$ cat src/rtl/gci_std_display_pkg.sv
// ---------------------------------------------------------------------------
// gci_std_display_pkg
// Shared constants and types for the gci_std_display character pipeline.
//   FONT_W / FONT_H  : glyph cell size in pixels (8 x 14)
//   FONT_BITS        : packed glyph width (row 0 in the MSBs, MSB = leftmost)
//   FONT_OFFSET      : first ASCII code held in the font ROM
//   state_t          : character renderer sequencer states
// ---------------------------------------------------------------------------
package gci_std_display_pkg;

    localparam int         FONT_W      = 8;
    localparam int         FONT_H      = 14;
    localparam int         FONT_BITS   = 112;
    localparam logic [6:0] FONT_OFFSET = 7'h20;

    typedef enum logic [1:0] {
        IDLE,
        LOAD,
        DRAW
    } state_t;

endpackage

$ cat src/rtl/gci_std_display_font.sv
// ---------------------------------------------------------------------------
// gci_std_display_font
// Combinational 8x14 font ROM. Glyph index = ASCII code - 0x20.
//   iADDR [6:0]   : glyph index; indices >= 94 return an all-zero glyph
//   oDATA [111:0] : packed glyph, row 0 in bits [111:104], MSB = leftmost
// Glyphs not populated below render blank.
// ---------------------------------------------------------------------------
module gci_std_display_font
    import gci_std_display_pkg::*;
(
    input  logic [6:0]           iADDR,
    output logic [FONT_BITS-1:0] oDATA
);

    always_comb begin
        oDATA = '0;
        case (iADDR)
            7'h0D: oDATA = 112'h00_00_00_00_00_00_00_7E_00_00_00_00_00_00; // '-'
            7'h10: oDATA = 112'h00_00_3C_66_6E_76_66_66_66_3C_00_00_00_00; // '0'
            7'h11: oDATA = 112'h00_00_18_38_18_18_18_18_18_7E_00_00_00_00; // '1'
            7'h21: oDATA = 112'h00_00_18_3C_66_66_7E_66_66_66_66_00_00_00; // 'A'
            7'h22: oDATA = 112'h00_00_7C_66_66_66_7C_66_66_66_7C_00_00_00; // 'B'
            default: oDATA = '0;
        endcase
    end

endmodule

$ cat src/rtl/gci_std_display_char_renderer.sv
// ---------------------------------------------------------------------------
// gci_std_display_char_renderer
// Renders one 8x14 character cell into VRAM, one pixel write per glyph pixel.
//   iCLOCK, iRESET_SYNC        : clock, synchronous active-high reset
//   iIF_REQ / oIF_BUSY         : command handshake (accept = REQ && !BUSY)
//   iIF_CHAR/CX/CY/FG/BG       : ASCII code, cell column/row, colours
//   oIF_DONE / oIF_ERR         : one-cycle completion / drop pulses
//   oVRAM_REQ / iVRAM_BUSY     : pixel write valid / backpressure
//   oVRAM_ADDR / oVRAM_DATA    : linear pixel address / colour
// Build option GCI_STD_DISPLAY_CHAR_TRANSPARENT_EN: background pixels are
// skipped (no write, one cycle each) and iIF_BG is unused.
// ---------------------------------------------------------------------------
module gci_std_display_char_renderer
    import gci_std_display_pkg::*;
#(
    parameter int P_H_WIDTH = 640,
    parameter int P_H_CHARS = 80,
    parameter int P_V_CHARS = 34,
    parameter int P_ADDR_W  = 19,
    parameter int P_COLOR_W = 16
) (
    input  logic                 iCLOCK,
    input  logic                 iRESET_SYNC,
    input  logic                 iIF_REQ,
    output logic                 oIF_BUSY,
    input  logic [6:0]           iIF_CHAR,
    input  logic [6:0]           iIF_CX,
    input  logic [5:0]           iIF_CY,
    input  logic [P_COLOR_W-1:0] iIF_FG,
    input  logic [P_COLOR_W-1:0] iIF_BG,
    output logic                 oIF_DONE,
    output logic                 oIF_ERR,
    output logic                 oVRAM_REQ,
    input  logic                 iVRAM_BUSY,
    output logic [P_ADDR_W-1:0]  oVRAM_ADDR,
    output logic [P_COLOR_W-1:0] oVRAM_DATA
);

    localparam logic [6:0]          H_CHARS    = 7'(P_H_CHARS);
    localparam logic [5:0]          V_CHARS    = 6'(P_V_CHARS);
    localparam logic [P_ADDR_W-1:0] ROW_PITCH  = P_ADDR_W'(P_H_WIDTH);
    localparam logic [P_ADDR_W-1:0] CELL_PITCH = P_ADDR_W'(FONT_H * P_H_WIDTH);
    localparam logic [P_ADDR_W-1:0] CELL_W     = P_ADDR_W'(FONT_W);

    state_t                 state, state_next;
    logic [6:0]             char_q;
    logic [6:0]             cx_q;
    logic [5:0]             cy_q;
    logic [P_COLOR_W-1:0]   fg_q;
`ifndef GCI_STD_DISPLAY_CHAR_TRANSPARENT_EN
    logic [P_COLOR_W-1:0]   bg_q;
`endif
    logic [FONT_BITS-1:0]   glyph_q;
    logic [FONT_BITS-1:0]   font_data;
    logic [6:0]             font_addr;
    logic [P_ADDR_W-1:0]    row_base_q;
    logic [P_ADDR_W-1:0]    base_addr;
    logic [3:0]             row_q;
    logic [2:0]             col_q;
    logic [6:0]             pix_idx;
    logic                   pix_bit;
    logic                   pix_adv;
    logic                   last_pix;
    logic                   accept;
    logic                   cmd_ok;
    logic                   done_q;
    logic                   err_q;

    // Out-of-range codes wrap in the 7-bit subtract and land past the ROM.
    assign font_addr = char_q - FONT_OFFSET;

    gci_std_display_font u_font (
        .iADDR (font_addr),
        .oDATA (font_data)
    );

    assign accept    = iIF_REQ && (state == IDLE);
    assign cmd_ok    = (iIF_CX < H_CHARS) && (iIF_CY < V_CHARS);
    assign base_addr = P_ADDR_W'(cy_q) * CELL_PITCH + P_ADDR_W'(cx_q) * CELL_W;
    // {row,col} is row*8+col, the raster index of the current pixel.
    assign pix_idx   = 7'(FONT_BITS - 1) - {row_q, col_q};
    assign pix_bit   = glyph_q[pix_idx];
    assign last_pix  = (row_q == 4'(FONT_H - 1)) && (col_q == 3'(FONT_W - 1));
    assign oIF_DONE  = done_q;
    assign oIF_ERR   = err_q;

    always_ff @(posedge iCLOCK) begin
        if (iRESET_SYNC) state <= IDLE;
        else             state <= state_next;
    end

    always_comb begin
        state_next = state;
        oIF_BUSY   = 1'b0;
        oVRAM_REQ  = 1'b0;
        oVRAM_ADDR = '0;
        oVRAM_DATA = '0;
        pix_adv    = 1'b0;
        case (state)
            IDLE: begin
                if (accept && cmd_ok) state_next = LOAD;
            end
            LOAD: begin
                oIF_BUSY   = 1'b1;
                state_next = DRAW;
            end
            DRAW: begin
                oIF_BUSY   = 1'b1;
                oVRAM_ADDR = row_base_q + P_ADDR_W'(col_q);
`ifdef GCI_STD_DISPLAY_CHAR_TRANSPARENT_EN
                oVRAM_REQ  = pix_bit;
                oVRAM_DATA = fg_q;
                pix_adv    = !pix_bit || !iVRAM_BUSY;
`else
                oVRAM_REQ  = 1'b1;
                oVRAM_DATA = pix_bit ? fg_q : bg_q;
                pix_adv    = !iVRAM_BUSY;
`endif
                if (pix_adv && last_pix) state_next = IDLE;
            end
            default: state_next = IDLE;
        endcase
    end

    always_ff @(posedge iCLOCK) begin
        if (iRESET_SYNC) begin
            done_q     <= 1'b0;
            err_q      <= 1'b0;
            char_q     <= '0;
            cx_q       <= '0;
            cy_q       <= '0;
            fg_q       <= '0;
`ifndef GCI_STD_DISPLAY_CHAR_TRANSPARENT_EN
            bg_q       <= '0;
`endif
            glyph_q    <= '0;
            row_base_q <= '0;
            row_q      <= '0;
            col_q      <= '0;
        end else begin
            done_q <= 1'b0;
            err_q  <= 1'b0;
            case (state)
                IDLE: begin
                    if (accept) begin
                        if (cmd_ok) begin
                            char_q <= iIF_CHAR;
                            cx_q   <= iIF_CX;
                            cy_q   <= iIF_CY;
                            fg_q   <= iIF_FG;
`ifndef GCI_STD_DISPLAY_CHAR_TRANSPARENT_EN
                            bg_q   <= iIF_BG;
`endif
                        end else begin
                            err_q <= 1'b1;
                        end
                    end
                end
                LOAD: begin
                    glyph_q    <= font_data;
                    row_base_q <= base_addr;
                    row_q      <= '0;
                    col_q      <= '0;
                end
                DRAW: begin
                    if (pix_adv) begin
                        col_q <= col_q + 3'd1;
                        if (col_q == 3'(FONT_W - 1)) begin
                            row_q      <= row_q + 4'd1;
                            row_base_q <= row_base_q + ROW_PITCH;
                        end
                        if (last_pix) done_q <= 1'b1;
                    end
                end
                default: ;
            endcase
        end
    end

endmodule

$ cat config.mk
export PLATFORM = sky130hd
export DESIGN_NAME = gci_std_display_char_renderer
export DESIGN_NICKNAME = d
export VERILOG_FILES = /design/src/rtl/gci_std_display_pkg.sv /design/src/rtl/gci_std_display_font.sv /design/src/rtl/gci_std_display_char_renderer.sv
export SDC_FILE = /design/constraint.sdc
export NUM_CORES = 1
export LEC_CHECK = 0
export CAP_MARGIN = 30
export CORE_ASPECT_RATIO = 0.6
export CORE_MARGIN = 3
export CORE_UTILIZATION = 50
export DETAILED_ROUTE_END_ITERATION = 12
export HOLD_SLACK_MARGIN = 0.12
export PLACE_DENSITY = 0.71
export SYNTH_ARGS = -nofsm -noshare
export SYNTH_HDL_FRONTEND = slang
export SYNTH_HIERARCHICAL = 1
export SYNTH_SLANG_ARGS = --single-unit
$ cat constraint.sdc
create_clock -name iCLOCK -period 8.3 [get_ports iCLOCK]
set_input_delay 1.66 -clock iCLOCK [delete_from_list [all_inputs] [get_ports iCLOCK]]
set_output_delay 1.66 -clock iCLOCK [all_outputs]
set_load 0.005 [all_outputs]
* After elaboration in Yosys (flattened, before gate mapping)
Cells that the tools add are included.
** Operators by class
- Add/subtract/negate cells :: 7
- Multipliers :: 1
- Div/mod/pow operators :: 0
- Magnitude comparators :: 3
- Eq/ne operators :: 13
- Shifts and indexed selects :: 0
- Mux-type cells :: 22
- Bitwise operators :: 4
- Reduce and logical (&&, ||, !) cells :: 15
** Operators with widths (number)
- $pmux 95 s5 :: 1
- $mux 19 :: 3
- $pmux 19 s2 :: 1
- $mux 16 :: 2
- $add 19x10->19 :: 1
- $add 19x10->19 const B :: 1
- $add 19x3->19 :: 1
- $eq 7x5->1 const B :: 2
- $eq 7x6->1 const B :: 2
- $mul 6x6->11 const B :: 1
- $lt 7x8->1 const B :: 1
- $mux 4 :: 2
- $pmux 4 s2 :: 1
- $bmux 1 s7 :: 1
- $eq 7x4->1 const B :: 1
- $lt 7x7->1 const B :: 1
- $sub 7x6->7 const B :: 1
- $sub 7x7->7 const A :: 1
- $lt 6x6->1 const B :: 1
- $mux 1 :: 6
- $ne 2x2->1 const B :: 3
- $pmux 2 s3 :: 1
- $pmux 3 s2 :: 1
- $reduce_and 3->1 :: 2
- other kinds (17) :: 27
** Storage, ports and cells
- Bits in registers :: 194
- Bits in latches :: 0
- Memory bits (writable) :: 0
- Memory bits (read-only) :: 0
- Bits of input ports :: 56
- Output and inout port bits :: 39
- Memories kept :: 0

* Longest topological paths before layout
- Word-level depth :: 5
- Gate-level depth with buffers :: 12
- Gate-level depth less buffers :: 12

* By module
The synthesis kept the hierarchy.
** Modules (own cells, without submodules)
- gci_std_display_char_renderer :: times used 1, cells an instance 961, area each 8978.6 sq um, sequential area each 3823.7 sq um
- gci_std_display_font :: times used 1, cells an instance 135, area each 949.7 sq um, sequential area each 0.0 sq um

* Worst setup path after synthesis
Ideal clock, no wire load.
- Kind :: register -> output
- Start :: register row_q[1]
- End :: output port oVRAM_DATA[10]
- Data arrival time :: 2703 ps
- Data required time :: 6640 ps
- Setup slack :: 3937 ps
- Stages on the path, launching flop included :: 12
- Buffers on the path :: 3
- Path through :: dfxtp_1 ha_1 clkbuf_1 buf_2 mux4_2 mux2i_1 nand3_1 nand3_1 o21ai_1 a22o_1 buf_4 a22o_1
** Between the ends
- Word-level cells in the longest chain between the ends :: 5
** Ends and longest elaborated chain
- start, declared :: RTL line gci_std_display_char_renderer.sv:58 : logic [3:0] row_q;
- start signal, assigned :: RTL line gci_std_display_char_renderer.sv:169 : row_q <= row_q + 4'd1;
- $sub 7x7->7 :: RTL line gci_std_display_char_renderer.sv:81 : assign pix_idx = 7'(FONT_BITS - 1) - {row_q, col_q};
- $bmux 1 s7 :: RTL line gci_std_display_char_renderer.sv:82 : assign pix_bit = glyph_q[pix_idx];
- $mux 1 (not written as such) :: RTL line gci_std_display_char_renderer.sv:82
- $mux 16 :: RTL line gci_std_display_char_renderer.sv:116 : oVRAM_DATA = pix_bit ? fg_q : bg_q;
- $mux 16 :: RTL line gci_std_display_char_renderer.sv:99 : case (state)
- end, declared :: RTL line gci_std_display_char_renderer.sv:36 : output logic [P_COLOR_W-1:0] oVRAM_DATA
No other way between the ends. The select of a mux whose other input is x is not followed.

* Worst setup path after layout
- Start :: register col_q[1]
- End :: output port oVRAM_DATA[13]
** Between the ends
- Word-level cells in the longest chain between the ends :: 5
** Ends and longest elaborated chain
- start, declared :: RTL line gci_std_display_char_renderer.sv:59 : logic [2:0] col_q;
- start signal, assigned :: RTL line gci_std_display_char_renderer.sv:167 : col_q <= col_q + 3'd1;
- $sub 7x7->7 :: RTL line gci_std_display_char_renderer.sv:81
- $bmux 1 s7 :: RTL line gci_std_display_char_renderer.sv:82
- $mux 1 (not written as such) :: RTL line gci_std_display_char_renderer.sv:82
- $mux 16 :: RTL line gci_std_display_char_renderer.sv:116
- $mux 16 :: RTL line gci_std_display_char_renderer.sv:99
No other way between the ends. The select of a mux whose other input is x is not followed.

==> out/metrics.yaml <==
layout:
  final_layout_size_suffix_gt1_share_pct: 6.952
  final_cells: 1388
  nNetsFinal: 1199
  postLayoutCellArea_um2: 11070
  area_growth_syn_to_layout_pct: 11.51
  num_antenna_cells: 0
clocking:
  cts_buffers: 17
  postCtsSetupBuffers: 0
  clock_path_buffers: 2
  cts.clk_slew.worst_paths_ns: 0.07
  clk_latency_ns: 0.44
  ctsRootBufferMaster: "clkbuf_16"
  cts.sinks: 191
  cts_hold_buf: 0
  post_cts_resized: 0
  htree_levels: 4
  cts_tree: "built"
detailed_routing:
  via_per_inst: 5.249
  dr.pass1.iters: 5
  wirelength_um: 22080
  drcViolationCount: 0
  wl_per_cell_um: 15.91
  vias: 7285
  ant_nets: 0
  drt_iter0_markers: 556
hold_path:
  holdPathEnd: "fg_q[6]$_SDFFE_PP0P_"
  hold_start: "fg_q[6]$_SDFFE_PP0P_"
  worstHoldPathType: "reg -> reg"
  whs_path_depth: 2
logic_synthesis:
  synth_area_um2: 9928
  ys_types: 58
  synth_flop_cell: "dfxtp_1"
  yosysTopAreaCell: "dfxtp_1"
  syn_area_per_cell_um2: 9.059
  yosysMostFrequentCell: "dfxtp_1"
  ys_ff_latch: 191
  syn_inst: 1096
  yosys_warnings: 6
  ys_seq_area_share_pct: 38.51
  synth_common_cells: "191 x dfxtp_1, 146 x nor2_1, 141 x nand2_1"
  async_reset_ff_share_pct: 0
  synth_top_cell_area_share_pct: 38.51
  synth-edff-count: 0
  synth_area_leaders: "dfxtp_1 39%, mux2i_1 12%, buf_4 7.8%"
sta:
  min_period_ns: 6.066
  finalWorstSetupSlack_ns: 2.234
  slew_headroom_pct: 35.74
  hold_viol_final: 0
  fin_setup_tns_ns: 0
  finalSetupViolations: 0
  rsz0062_at_grt: "false"
  holdWs_ns: 0.4581
  fmax_mhz: 164.9
  worstMarginPinSlew_ns: 0.9639
  min_period_over_period_pct: 73.08
  fin_worst_skew_ns: 0.01589
  drv_slew: 0
pwr:
  seq_power_share_pct: 42.3
  ir_worst_vdd_mv: 0.1682
  power.switching_w: 0.0008434
  intPower_w: 0.001738
  power_frac_clock_pct: 30.4
  leakage_nw: 4.072
  p_sw_share_pct: 32.68
  combPwrFrac_pct: 27.3
  p_per_area_nw_per_um2: 233.2
setup_path:
  cp.arrival_ns: 4.41
  cp-start-kind: "flop"
  cp-end-kind: "output pin"
  path_cells: "buf_4 > mux4_2 > mux4_2 > mux2i_1 > o21ai_1 > o22ai_2 > a22o_1 > clkdlybuf4s50_1"
  path_max_fanout: 19
  rrSetupSlack_ns: 4.98
  r2r-end: "row_base_q[18]$_SDFFE_PP0P_"
  slowest_delay_ns: 0.71
  required_ns: 6.64
  r2r_cells: 11
  cpMaxStageDelayCell: "dfxtp_1"
  crit_type: "reg -> out"
  cpMostUsedCell: "mux4_2"
  r2r-start: "cy_q[5]$_SDFFE_PP0P_"
placed_design:
  hpwlAfterDp_um: 14900
  post-place-ws_ns: 2.666
  dp_cells: 1355
  io_buffers: 94
  placed_area_um2: 10490
  gp_congestion: 0.8271
die:
  die_x_um: 187.9
  core_region_area_um2: 19270
  start_util_pct: 51.51
  io_pins: 95
  rows: 39
  die-area_um2: 21640
  dieHeight_um: 115.2
grt:
  grt_pass1_wl_um: 36440
  grt_antenna_before_repair: 0
  track_usage_pct: 20.86
  first_global_vias: 6725
  grt_max_degree: 102
  grt.overflow.total: 0
status:
  status: "finished, final reports clean"
run:
  drv_cap: 0
==> routing by layer <==
layer	global-route usage, %	wire (µm)	up-vias	share of wire, %
li1	-	-	3631	-
met1	32.77	11990	3482	54
met2	29.30	9004	159	41
met3	4.327	959	13	4.3
met4	4.246	126	0	0.57
met5	0	0	-	0
==> sequential cells by signal, summed over array words and instances (netlist names) <==
signal      count
row_base_q     16
glyph_q       112
state           2
char_q          7
row_q           4
fg_q           16
oIF_ERR         1
cx_q            7
bg_q           16
col_q           3
cy_q            6
oIF_DONE        1
==> layout by cell type (no fill, tap or decap), types with 4 or more instances in the layout <==
master	instances
dfxtp_1	190
nor2_1	146
nand2_1	141
mux2i_1	122
clkdlybuf4s50_1	93
a21oi_1	76
conb_1	59
mux4_2	30
ha_1	30
and2_1	21
a22o_1	17
clkbuf_16	17
nand3_1	15
nor3_1	13
o21ai_0	12
inv_1	11
nor2b_1	9
xnor2_1	8
a22oi_1	7
xor2_1	7
nand2b_1	5
a211oi_1	5
inv_6	5
buf_4	5
a311oi_1	4
o21a_1	4
==> power groups by stage <==
stage	Combinational (W)	Clock (W)	Sequential, W
2_1_floorplan	0.000577	0	0.00108
6_report	0.000705	0.000784	0.00109
4_1_cts	0.000699	0.000799	0.00109
3_5_place_dp	0.000694	0	0.00111
3_3_place_gp	0.000671	0	0.00111
5_1_grt	0.000774	0.000835	0.00111
==> worst max path at each step <==
stage | from | endpoint | slack, ns | cells after the start
finish | col_q[1]$_SDFFE_PP0P_ | oVRAM_DATA[13] | 2.23 | 8
CTS | col_q[1]$_SDFFE_PP0P_ | oVRAM_DATA[13] | 2.20 | 8
global placement | col_q[1]$_SDFFE_PP0P_ | oVRAM_DATA[5] | 2.85 | 8
detailed placement | col_q[1]$_SDFFE_PP0P_ | oVRAM_DATA[13] | 2.67 | 8
global route | col_q[1]$_SDFFE_PP0P_ | oVRAM_DATA[2] | 1.99 | 8
floorplan | row_q[1]$_SDFFE_PP0P_ | oVRAM_DATA[10] | 3.94 | 11
==> cells by family (layout without fill, tap and decap cells) <==
| kind of cell | count (synthesis) | after routing | synth area share, % |
|---|---|---|---|
| AOI/OAI and AO/OA | 146 | 146 | 9.162 |
| DFF | 191 | 191 | 38.51 |
| xor gates and xnor gates | 15 | 15 | 1.323 |
| and+or+nand+nor | 379 | 379 | 16.56 |
| buffers and inverters | 177 | 145 | 10.67 |
| adders and majority gates | 34 | 34 | 4.512 |
| muxes | 153 | 153 | 19.22 |
| other | 1 | 59 | 0.03777 |
==> per-stage QoR <==
step / util (%) / total power [W]
5_1_grt: 57.44 / 0.002715
3_5_place_dp: 54.43 / 0.001807
4_1_cts: 57.29 / 0.002591
3_3_place_gp: 54.29 / 0.001786
2_1_floorplan: - / 0.001655
6_report: 57.44 / 0.002581
==> worst max-delay path, delay by kind of cell, from the launching register on <==
kind	cells	cell delay (ns)
AO/OA/AOI/OAI	3	1.08
buffers and inverters	2	0.90
multiplexers	3	1.27
flip-flops	1	0.71
==> final cells by class <==
cell class / count / area [µm²]
multi-input combinational: 786 / 5281
fill: 1735 / 8204
inverter: 12 / 45.04
sequential: 191 / 3825
timing repair buffer: 101 / 1035
clock buffer: 18 / 429.2
clock inverter: 14 / 122.6
tap: 266 / 332.8
No activity file was read; power rests on OpenSTA's default activity.
